`config.mk`:
```
export PLATFORM = sky130hd
export DESIGN_NAME = keypad_matrix_scanner
export DESIGN_NICKNAME = d
export VERILOG_FILES = /design/src/rtl/keypad_pkg.sv /design/src/rtl/keypad_row_sync.sv /design/src/rtl/keypad_matrix_scanner.sv
export SDC_FILE = /design/constraint.sdc
export NUM_CORES = 1
export LEC_CHECK = 0
export ABC_AREA = 1
export BUFFER_PORTS_ARGS = -buffer_cell sky130_fd_sc_hd__clkbuf_2
export CORE_ASPECT_RATIO = 1.75
export CORE_MARGIN = 2
export CORE_UTILIZATION = 64
export CTS_CLUSTER_DIAMETER = 150
export DETAILED_ROUTE_END_ITERATION = 6
export GPL_ROUTABILITY_DRIVEN = 0
export HOLD_SLACK_MARGIN = 0.1
export PLACE_DENSITY = 0.83
export SLEW_MARGIN = 0
export SYNTH_ARGS = -nofsm -noshare
export SYNTH_HDL_FRONTEND = slang
export SYNTH_SLANG_ARGS = --single-unit
export TNS_END_PERCENT = 1
```
`constraint.sdc`:
```
create_clock -name clk -period 12.21 [get_ports clk]
set_input_delay 0.6105 -clock clk [delete_from_list [all_inputs] [get_ports clk]]
set_output_delay 0.6105 -clock clk [all_outputs]
set_load 0.01 [all_outputs]
```
`src/rtl/keypad_pkg.sv`:
```
// Shared types for the keypad matrix scanner: key codes, scan candidates and
// the classifier that reduces a full-scan snapshot to a candidate.
package keypad_pkg;

    localparam int unsigned NUM_ROWS = 4;
    localparam int unsigned NUM_COLS = 4;
    localparam int unsigned NUM_KEYS = NUM_ROWS * NUM_COLS;

    typedef logic [3:0] key_code_t;

    typedef enum logic [1:0] {
        CAND_NONE   = 2'd0,
        CAND_SINGLE = 2'd1,
        CAND_MULTI  = 2'd2
    } cand_kind_t;

    typedef struct packed {
        cand_kind_t kind;
        key_code_t  code;
    } cand_t;

    // Code is forced to 0 for NONE/MULTI so candidates compare by kind alone there.
    function automatic cand_t classify(logic [NUM_KEYS-1:0] pressed);
        cand_t       c;
        int unsigned n;
        n      = 0;
        c.kind = CAND_NONE;
        c.code = '0;
        for (int unsigned i = 0; i < NUM_KEYS; i++) begin
            if (pressed[i]) begin
                n++;
                c.code = 4'(i);
            end
        end
        if (n == 1) begin
            c.kind = CAND_SINGLE;
        end else if (n > 1) begin
            c.kind = CAND_MULTI;
            c.code = '0;
        end
        return c;
    endfunction

endpackage

```
`src/rtl/keypad_row_sync.sv`:
```
// Two-flop synchronizer for the keypad row lines; resets to the released
// (all-ones) level so nothing looks pressed during reset.
module keypad_row_sync #(
    parameter int unsigned WIDTH = 4
) (
    input  logic             clk,
    input  logic             rst_n,
    input  logic [WIDTH-1:0] din,
    output logic [WIDTH-1:0] dout
);

    logic [WIDTH-1:0] meta_q;
    logic [WIDTH-1:0] sync_q;

    always_ff @(posedge clk or negedge rst_n) begin
        if (!rst_n) begin
            meta_q <= '1;
            sync_q <= '1;
        end else begin
            meta_q <= din;
            sync_q <= meta_q;
        end
    end

    assign dout = sync_q;

endmodule

```
`src/rtl/keypad_matrix_scanner.sv`:
```
// 4x4 keypad scanner: drives one column low at a time, snapshots the rows,
// debounces whole-scan results and reports a single stable key.
module keypad_matrix_scanner
    import keypad_pkg::*;
#(
    parameter logic [16:0] SCAN_DIV       = 17'd25_000,
    parameter logic [3:0]  DEBOUNCE_SCANS = 4'd8
) (
    input  logic       clk,
    input  logic       rst_n,
    input  logic [3:0] row_n,
    output logic [3:0] col_n,
    output logic [3:0] key_code,
    output logic       key_held,
    output logic       key_valid,
    output logic       key_release
);

    logic [NUM_ROWS-1:0] row_sync;

    keypad_row_sync #(
        .WIDTH(NUM_ROWS)
    ) u_row_sync (
        .clk  (clk),
        .rst_n(rst_n),
        .din  (row_n),
        .dout (row_sync)
    );

    logic [16:0]         dwell_q;
    logic [1:0]          col_q;
    logic [NUM_KEYS-1:0] snap_q, snap_d;
    logic                sample, scan_done;
    cand_t               cand, prev_q, prev_d;
    logic [3:0]          deb_cnt_q, deb_cnt_d;
    logic                accept;
    key_code_t           key_code_q, key_code_d;
    logic                key_held_q, key_held_d;
    logic                key_valid_q, key_valid_d;
    logic                key_release_q, key_release_d;

    // Sampling only on the last dwell cycle leaves the earlier ones for line settling.
    assign sample    = (dwell_q == SCAN_DIV - 17'd1);
    assign scan_done = sample && (col_q == 2'd3);
    assign col_n     = ~(4'b0001 << col_q);

    always_comb begin
        snap_d = snap_q;
        if (sample) begin
            for (int unsigned r = 0; r < NUM_ROWS; r++) begin
                snap_d[{2'(r), col_q}] = ~row_sync[r];
            end
        end
    end

    assign cand = classify(snap_d);

    always_comb begin
        deb_cnt_d = deb_cnt_q;
        prev_d    = prev_q;
        if (scan_done) begin
            if (cand == prev_q) begin
                if (deb_cnt_q != DEBOUNCE_SCANS) deb_cnt_d = deb_cnt_q + 4'd1;
            end else begin
                deb_cnt_d = 4'd1;
                prev_d    = cand;
            end
        end
    end

    assign accept = scan_done && (deb_cnt_d == DEBOUNCE_SCANS);

    // Re-accepting the current stable state is a no-op, which suppresses auto-repeat.
    always_comb begin
        key_valid_d   = accept && (cand.kind == CAND_SINGLE) &&
                        !(key_held_q && (key_code_q == cand.code));
        key_release_d = accept && (cand.kind == CAND_NONE) && key_held_q;
        key_code_d    = key_valid_d ? cand.code : key_code_q;
        key_held_d    = key_held_q;
        if (key_valid_d)   key_held_d = 1'b1;
        if (key_release_d) key_held_d = 1'b0;
    end

    always_ff @(posedge clk or negedge rst_n) begin
        if (!rst_n) begin
            dwell_q       <= '0;
            col_q         <= '0;
            snap_q        <= '0;
            deb_cnt_q     <= '0;
            prev_q        <= '{kind: CAND_NONE, code: '0};
            key_code_q    <= '0;
            key_held_q    <= 1'b0;
            key_valid_q   <= 1'b0;
            key_release_q <= 1'b0;
        end else begin
            if (sample) begin
                dwell_q <= '0;
                col_q   <= col_q + 2'd1;
            end else begin
                dwell_q <= dwell_q + 17'd1;
            end
            snap_q        <= snap_d;
            deb_cnt_q     <= deb_cnt_d;
            prev_q        <= prev_d;
            key_code_q    <= key_code_d;
            key_held_q    <= key_held_d;
            key_valid_q   <= key_valid_d;
            key_release_q <= key_release_d;
        end
    end

    assign key_code    = key_code_q;
    assign key_held    = key_held_q;
    assign key_valid   = key_valid_q;
    assign key_release = key_release_q;

endmodule

```
==> After elaboration in Yosys (flattened, before gate mapping) <==
Index checks and enable logic that the tools add are counted.
W data, S select, Z words.
{ "word_totals": {"rom_bits": 0, "n_memories": 0, "latchBits": 0, "in_bits": 6, "elab_cells": 122, "ramBits": 0, "register_bits": 60} }
{ "classes": {"div_mod_pow": 0, "shift": 1, "n_mul": 0, "magnitude_cmp": 9, "n_bitwise": 6, "addsub": 18, "muxes": 53, "n_reduce_logical": 15, "eq_ne": 8} }
{ "ops": {"columns": ["op", "count"], "rows": [
  ["$add A32 B1 Y32 const B", 15],
  ["$mux W32", 15],
  ["$mux W4", 18],
  ["$bwmux W16", 4],
  ["$eq A32 B1 Y1 const B", 1],
  ["$gt A32 B1 Y1 const B", 1],
  ["$add A17 B1 Y17 const B", 1],
  ["$eq A17 B15 Y1 const B", 1],
  ["$mux W17", 1],
  ["$mux W16", 1],
  ["$logic_and A1 B1 Y1", 11],
  ["$lt A4 B5 Y1 const B", 2],
  ["$demux W1 S2", 4],
  ["$ge A4 B1 Y1 const B", 2],
  ["$mux W1", 8],
  ["$eq A6 B6 Y1", 1],
  ["$mux W6", 1],
  ["$lt A2 B5 Y1 const B", 1],
  ["$lt A3 B5 Y1 const B", 1],
  ["$not A1 Y1", 5],
  ["$add A4 B1 Y4 const B", 1],
  ["$eq A4 B4 Y1", 1],
  ["$eq A4 B4 Y1 const B", 1],
  ["$ne A4 B4 Y1 const B", 1],
  ["other kinds (12)", 12]
]} }

==> Logic depth before layout (Yosys ltp) <==
{ "depth": {"ltp_word": 52, "depth_mapped": 76} }

==> Cells and area by module <==
From an unflattened synthesis, not the netlist that was laid out.
{ "unflattened": {"cells_unflattened": 765, "area_unflattened_um2": 5422.7} }
{ "modules_own_cells": {"columns": ["module", "instances", "cells_each", "seq_area_each_um2", "area_per_inst_um2"], "rows": [
  ["keypad_matrix_scanner", 1, 757, 1301.2, 5212.5],
  ["keypad_row_sync", 1, 8, 210.2, 210.2]
]} }

==> Worst setup path before layout <==
OpenSTA, ideal clock, no wires.
{ "synth_path": {"path_kind": "register -> register", "start": "register dwell_q[0]", "end": "register key_held_q, in the netlist key_held", "t_required_ns": 12.137, "setup_time_ns": 0.073, "slack_ns": 1.864, "period_less_slack_ns": 10.346, "t_arrival_ns": 10.273, "stages_incl_launch_ff": 69, "path_cell_list": "dfrtp_1 -> ha_1 -> nand2_1 -> inv_2 -> nand2_4 -> nor2_8 -> nand2_8 -> clkinv_4 -> nand2_1 -> o21ai_0 -> ha_1 -> inv_1 -> nand2_4 -> nand2_2 -> nand2_1 -> nand3_1 -> nand2_1 -> ha_1 -> [33 not listed] -> or2_2 -> o21ai_0 -> inv_1 -> ha_1 -> o21ai_0 -> nand3_2 -> nor2_8 -> buf_6 -> nand2_4 -> nand2_2 -> nand2_1 -> nor2_1 -> nand3_2 -> nand2_2 -> nand2_2 -> nor2_4 -> nand2_1 -> a21oi_2"} }
{ "synth_via": {"elab_chain_cells": 44, "elab_cells_between_ends": 70, "cone_classes": "add/sub (15); order compare (1); eq/ne (6); mux (38); reduce/logical (10)"} }
{ "synth_rtl": {"columns": ["item", "line_no", "text"], "rows": [
  ["from (decl)", "keypad_matrix_scanner.sv:30", "logic [16:0] dwell_q;"],
  ["from (signal assigned)", "keypad_matrix_scanner.sv:100", "dwell_q <= dwell_q + 17'd1;"],
  ["$eq A17 B15 Y1 *", "keypad_matrix_scanner.sv:43", "assign sample = (dwell_q == SCAN_DIV - 17'd1);"],
  ["$mux W16", "keypad_matrix_scanner.sv:49", "if (sample) begin"],
  ["$mux W1", "keypad_pkg.sv:30", "if (pressed[i]) begin"],
  ["$add A32 B1 Y32", "keypad_pkg.sv:31", "n++;"],
  ["$mux W32", "keypad_pkg.sv:30", null],
  ["$add A32 B1 Y32", "keypad_pkg.sv:31", null],
  ["$mux W32", "keypad_pkg.sv:30", null],
  ["$add A32 B1 Y32", "keypad_pkg.sv:31", null],
  ["[27 not listed]", null, null],
  ["$mux W4 / $mux W2 (equally long branches)", "keypad_pkg.sv:35", "if (n == 1) begin"],
  ["$eq A6 B6 Y1", "keypad_matrix_scanner.sv:62", "if (cand == prev_q) begin"],
  ["$mux W4", "keypad_matrix_scanner.sv:62", null],
  ["$mux W4", "keypad_matrix_scanner.sv:61", "if (scan_done) begin"],
  ["$eq A4 B4 Y1", "keypad_matrix_scanner.sv:71", "assign accept = scan_done && (deb_cnt_d == DEBOUNCE_SCANS);"],
  ["$logic_and A1 B1 Y1", "keypad_matrix_scanner.sv:71", null],
  ["$logic_and A1 B1 Y1, on equally long branches (2 in series)", "keypad_matrix_scanner.sv:77, keypad_matrix_scanner.sv:75", null],
  ["$mux W1 / $reduce_bool A2 Y1 (equally long branches)", null, null],
  ["to (signal assigned)", "keypad_matrix_scanner.sv:106", "key_held_q <= key_held_d;"],
  ["to (decl)", "keypad_matrix_scanner.sv:38", "logic key_held_q, key_held_d;"]
]} }
Mark *: on every way between the ends. The rest lies on a longest branch, timed or not.
A chain may end at the register's enable or synchronous reset.

==> Worst setup path in the final report <==
{ "layout_path": {"start": "register dwell_q[0]", "end": "register key_code_q[1], in the netlist key_code[1]"} }
{ "layout_via": {"elab_chain_cells": 43, "elab_cells_between_ends": 65, "cone_classes": "add/sub (15); order compare (1); eq/ne (6); mux (37); reduce/logical (6)"} }
{ "layout_rtl": {"columns": ["item", "line_no", "text"], "rows": [
  ["$eq A17 B15 Y1 *", "keypad_matrix_scanner.sv:43", null],
  ["$mux W16", "keypad_matrix_scanner.sv:49", null],
  ["$mux W1", "keypad_pkg.sv:30", null],
  ["$add A32 B1 Y32", "keypad_pkg.sv:31", null],
  ["$mux W32", "keypad_pkg.sv:30", null],
  ["$add A32 B1 Y32", "keypad_pkg.sv:31", null],
  ["$mux W32", "keypad_pkg.sv:30", null],
  ["$add A32 B1 Y32", "keypad_pkg.sv:31", null],
  ["[27 not listed]", null, null],
  ["$mux W4 / $mux W2 (equally long branches)", "keypad_pkg.sv:35", null],
  ["$eq A6 B6 Y1", "keypad_matrix_scanner.sv:62", null],
  ["$mux W4", "keypad_matrix_scanner.sv:62", null],
  ["$mux W4 *", "keypad_matrix_scanner.sv:61", null],
  ["named net deb_cnt_d[3]", "keypad_matrix_scanner.sv:35", "logic [3:0] deb_cnt_q, deb_cnt_d;"],
  ["$eq A4 B4 Y1 *", "keypad_matrix_scanner.sv:71", null],
  ["$logic_and A1 B1 Y1 *", "keypad_matrix_scanner.sv:71", null],
  ["$logic_and A1 B1 Y1 * (2 in series)", "keypad_matrix_scanner.sv:75", "key_valid_d = accept && (cand.kind == CAND_SINGLE) &&"],
  ["to (signal assigned)", "keypad_matrix_scanner.sv:105", "key_code_q <= key_code_d;"],
  ["to (decl)", "keypad_matrix_scanner.sv:37", "key_code_t key_code_q, key_code_d;"]
]} }
The timed path passes the listed nets; every way through them passes the cells marked *.

==> results.json <==
{
  "status": "finished clean",
  "path_max_fanout": 13,
  "leakagePower_nw": 3.37,
  "rows": 44,
  "max_freq_mhz": 87.4,
  "drcViolationCount": 0,
  "crit_arrival_ns": 11.66,
  "area_delta_synth_final_pct": 9.35,
  "fp.dieH_microns": 125,
  "synth.avg_cell_area_sq_um": 6.86,
  "antenna_found_initial": 0,
  "grt_first_pass_wirelength_microns": 20000,
  "drt_iter0_drc": 256,
  "instances_no_fill": 901,
  "antenna_cells": 0,
  "worstSetupStartpointType": "flop",
  "first_pass_iters": 5,
  "cp_common_cell": "nand2_1",
  "slew_viol_final": 0,
  "initial_core_util": 0.649,
  "dieArea_sq_um": 9100,
  "slowest_stage": "dfrtp_1",
  "ys_types": 43,
  "path_class": "reg -> reg",
  "grtUsageTotal": 0.271,
  "crit_family": "simple AND/OR/NAND/NOR gates",
  "setup_viol": 0,
  "maxSlewHeadroom": 0.507,
  "synth_fa_ha_area_frac": 0.0540,
  "synth_edf_count": 0,
  "synth_xor_area_frac": 0.00822,
  "min_path_type": "reg -> reg",
  "core_area_sq_um": 8200,
  "grt.overflow.total": 0,
  "yosys.area_share.simple": 0.473,
  "grt_max_degree": 61,
  "timing.final.ws_setup_ns": 0.774,
  "yosysTopAreaCell": "dfrtp_1",
  "cts_tree": "yes",
  "cts.sinks": 60,
  "cts_buffers": 9,
  "num_io_pins": 17,
  "wl_per_cell_microns": 12.8,
  "synth-compound-area-share": 0.0656,
  "synth_top_family_by_area": "simple AND/OR/NAND/NOR gates",
  "holdWs_ns": 0.355,
  "syn-num-nets": 805,
  "cts.clk_slew.worst_paths_ns": 0.06,
  "end_kind": "flop",
  "nNetsFinal": 833,
  "synth-main-ff-cell": "dfrtp_1",
  "netlist_area_sq_um": 5330,
  "synth.mux.area_fraction": 0,
  "h-tree-depth": 3,
  "ant_nets": 0,
  "grt_pass1_vias": 4975,
  "synth-seq-cells": 60,
  "dp_slack_ns": 0.672,
  "yosysSeqAreaShare": 0.284,
  "max_cap_viol_count": 0,
  "netlist_top_cells_area": "dfrtp_1, nand2_1, inv_1",
  "wirelength_microns": 11500,
  "vdd_ir_drop_max_uv": 73.6,
  "fin_crit_ns": 11.44,
  "critPathMaxStageDelay_ns": 0.37,
  "drive_gt1_frac": 0.235,
  "clkLatencyLatePin_ns": 0.33,
  "p_per_area_nw_per_um2": 76.2,
  "synth_most_common_cell": "nand2_1",
  "min_period_over_period": 0.937,
  "worstPathRequired_ns": 12.43,
  "fin_area_sq_um": 5820,
  "finalHoldViolations": 0,
  "synth_common_cells": "nand2_1, inv_1, nor2_1",
  "dp_cells": 883,
  "io_buffer_count": 16,
  "die_x_microns": 73.0,
  "synthArstFlopShare": 1.00,
  "crit_buf_inv": 8,
  "tightest_slew_ns": 0.740,
  "netlist_instances": 776,
  "dpl-instance-area_sq_um": 5510,
  "vias": 4930,
  "finalClockSkew_ns": 0.0102,
  "cts-root-buf": "clkbuf_16",
  "synth.top_cell.area_share": 0.244,
  "via_per_inst": 5.47,
  "synth_warnings": 0,
  "hpwlAfterDp_microns": 9010,
  "cts_buffer_depth": 2
}
placed cells by master, fill, tap and decap left out, types with 4 or more instances in the layout:
cell         n
nand2_1    194
inv_1      140
nor2_1      59
nand3_1     53
dfrtp_1     52
nand2_2     50
o21ai_0     29
nand3_2     27
ha_1        23
nand4_1     20
clkbuf_2    16
inv_2       13
nor2_2      11
or2_2       10
nand2_4      9
a21oi_1      9
clkbuf_16    9
nand3b_1     8
nor3_1       8
dfstp_2      8
o21ai_1      7
nor3_2       6
o21ai_2      4
worst paths after layout:
kind                                                     start  depth (start not counted)                            to  slack [ns]
worst max-delay path                      dwell_q[0]$_DFF_PN0_                         71       key_code[1]$_DFFE_PN0P_        0.77
worst min-delay path            u_row_sync.meta_q[3]$_DFF_PN1_                          0  u_row_sync.dout[3]$_DFF_PN1_        0.36
max in group asynchronous                                rst_n                          2        deb_cnt_q[1]$_DFF_PN0_       11.29
min in group asynchronous                                rst_n                          2          dwell_q[6]$_DFF_PN0_        0.43
worst max register to register            dwell_q[0]$_DFF_PN0_                         71       key_code[1]$_DFFE_PN0P_        0.77
worst min register to register  u_row_sync.meta_q[3]$_DFF_PN1_                          0  u_row_sync.dout[3]$_DFF_PN1_        0.36
state kept, by name, summed over array words and instances (netlist names), 2 cells and up:
name / cells
prev_q: 6
col_q: 2
key_code: 4
u_row_sync.dout: 4
u_row_sync.meta_q: 4
dwell_q: 17
snap_q: 16
deb_cnt_q: 4
report_power, final:
part	leakage [nW]	internal [mW]	switching, mW
clock network	0.135	0.147	0.0885
logic	2.44	0.000868	0.00454
registers	0.797	0.202	0.000628
per-stage QoR:
step | TNS, ns | power (mW) | util
6_report | 0 | 0.443 | 0.710
5_1_grt | -0.00421 | 0.456 | 0.710
3_3_place_gp | 0 | 0.211 | 0.671
3_5_place_dp | 0 | 0.211 | 0.671
2_1_floorplan | 0 | 0.206 | -
4_1_cts | 0 | 0.445 | 0.705
worst register-to-register path: cells and delay by family, from the launching register on:
family	cells	cell delay, ns
DFF	1	0.37
AOI/OAI and AO/OA	4	0.61
and+or+nand+nor	45	5.73
adders and majority gates	14	4.01
buffers and inverters	8	0.64
area by class of cell:
| type | count | area [sq um] |
|---|---|---|
| Clock inverter | 4 | 25.0 |
| Inverter | 156 | 591 |
| Multi-Input combinational cell | 558 | 3220 |
| Clock buffer | 12 | 256 |
| Sequential cell | 60 | 1510 |
| Timing Repair Buffer | 19 | 103 |
| Tap cell | 92 | 115 |
| Fill cell | 661 | 2380 |
routing by layer:
layer  global-route usage  vias up  wire length (microns)
met5                    0        -                      0
met3               0.0413       31                    283
li1                     -     2486                      -
met1                0.269     2314                   4380
met4                0.129        0                    321
met2                0.517       99                   6510
repair_timing:
action / in CTS / in global routing
hold buffers: 0 / 0
setup buffers: 0 / 2
resized for setup: 0 / 6
setup endpoints to repair: 0 / 12
kinds of logic after synthesis:
kind of cell             count (synthesis)
XOR/XNOR                                 5
AND/OR/NAND/NOR                        471
AO/OA/AOI/OAI                           59
buffers and inverters                  158
flip-flops                              60
adder cells (fa/ha/maj)                 23
Note: power is estimated with default switching activity, not from simulation.
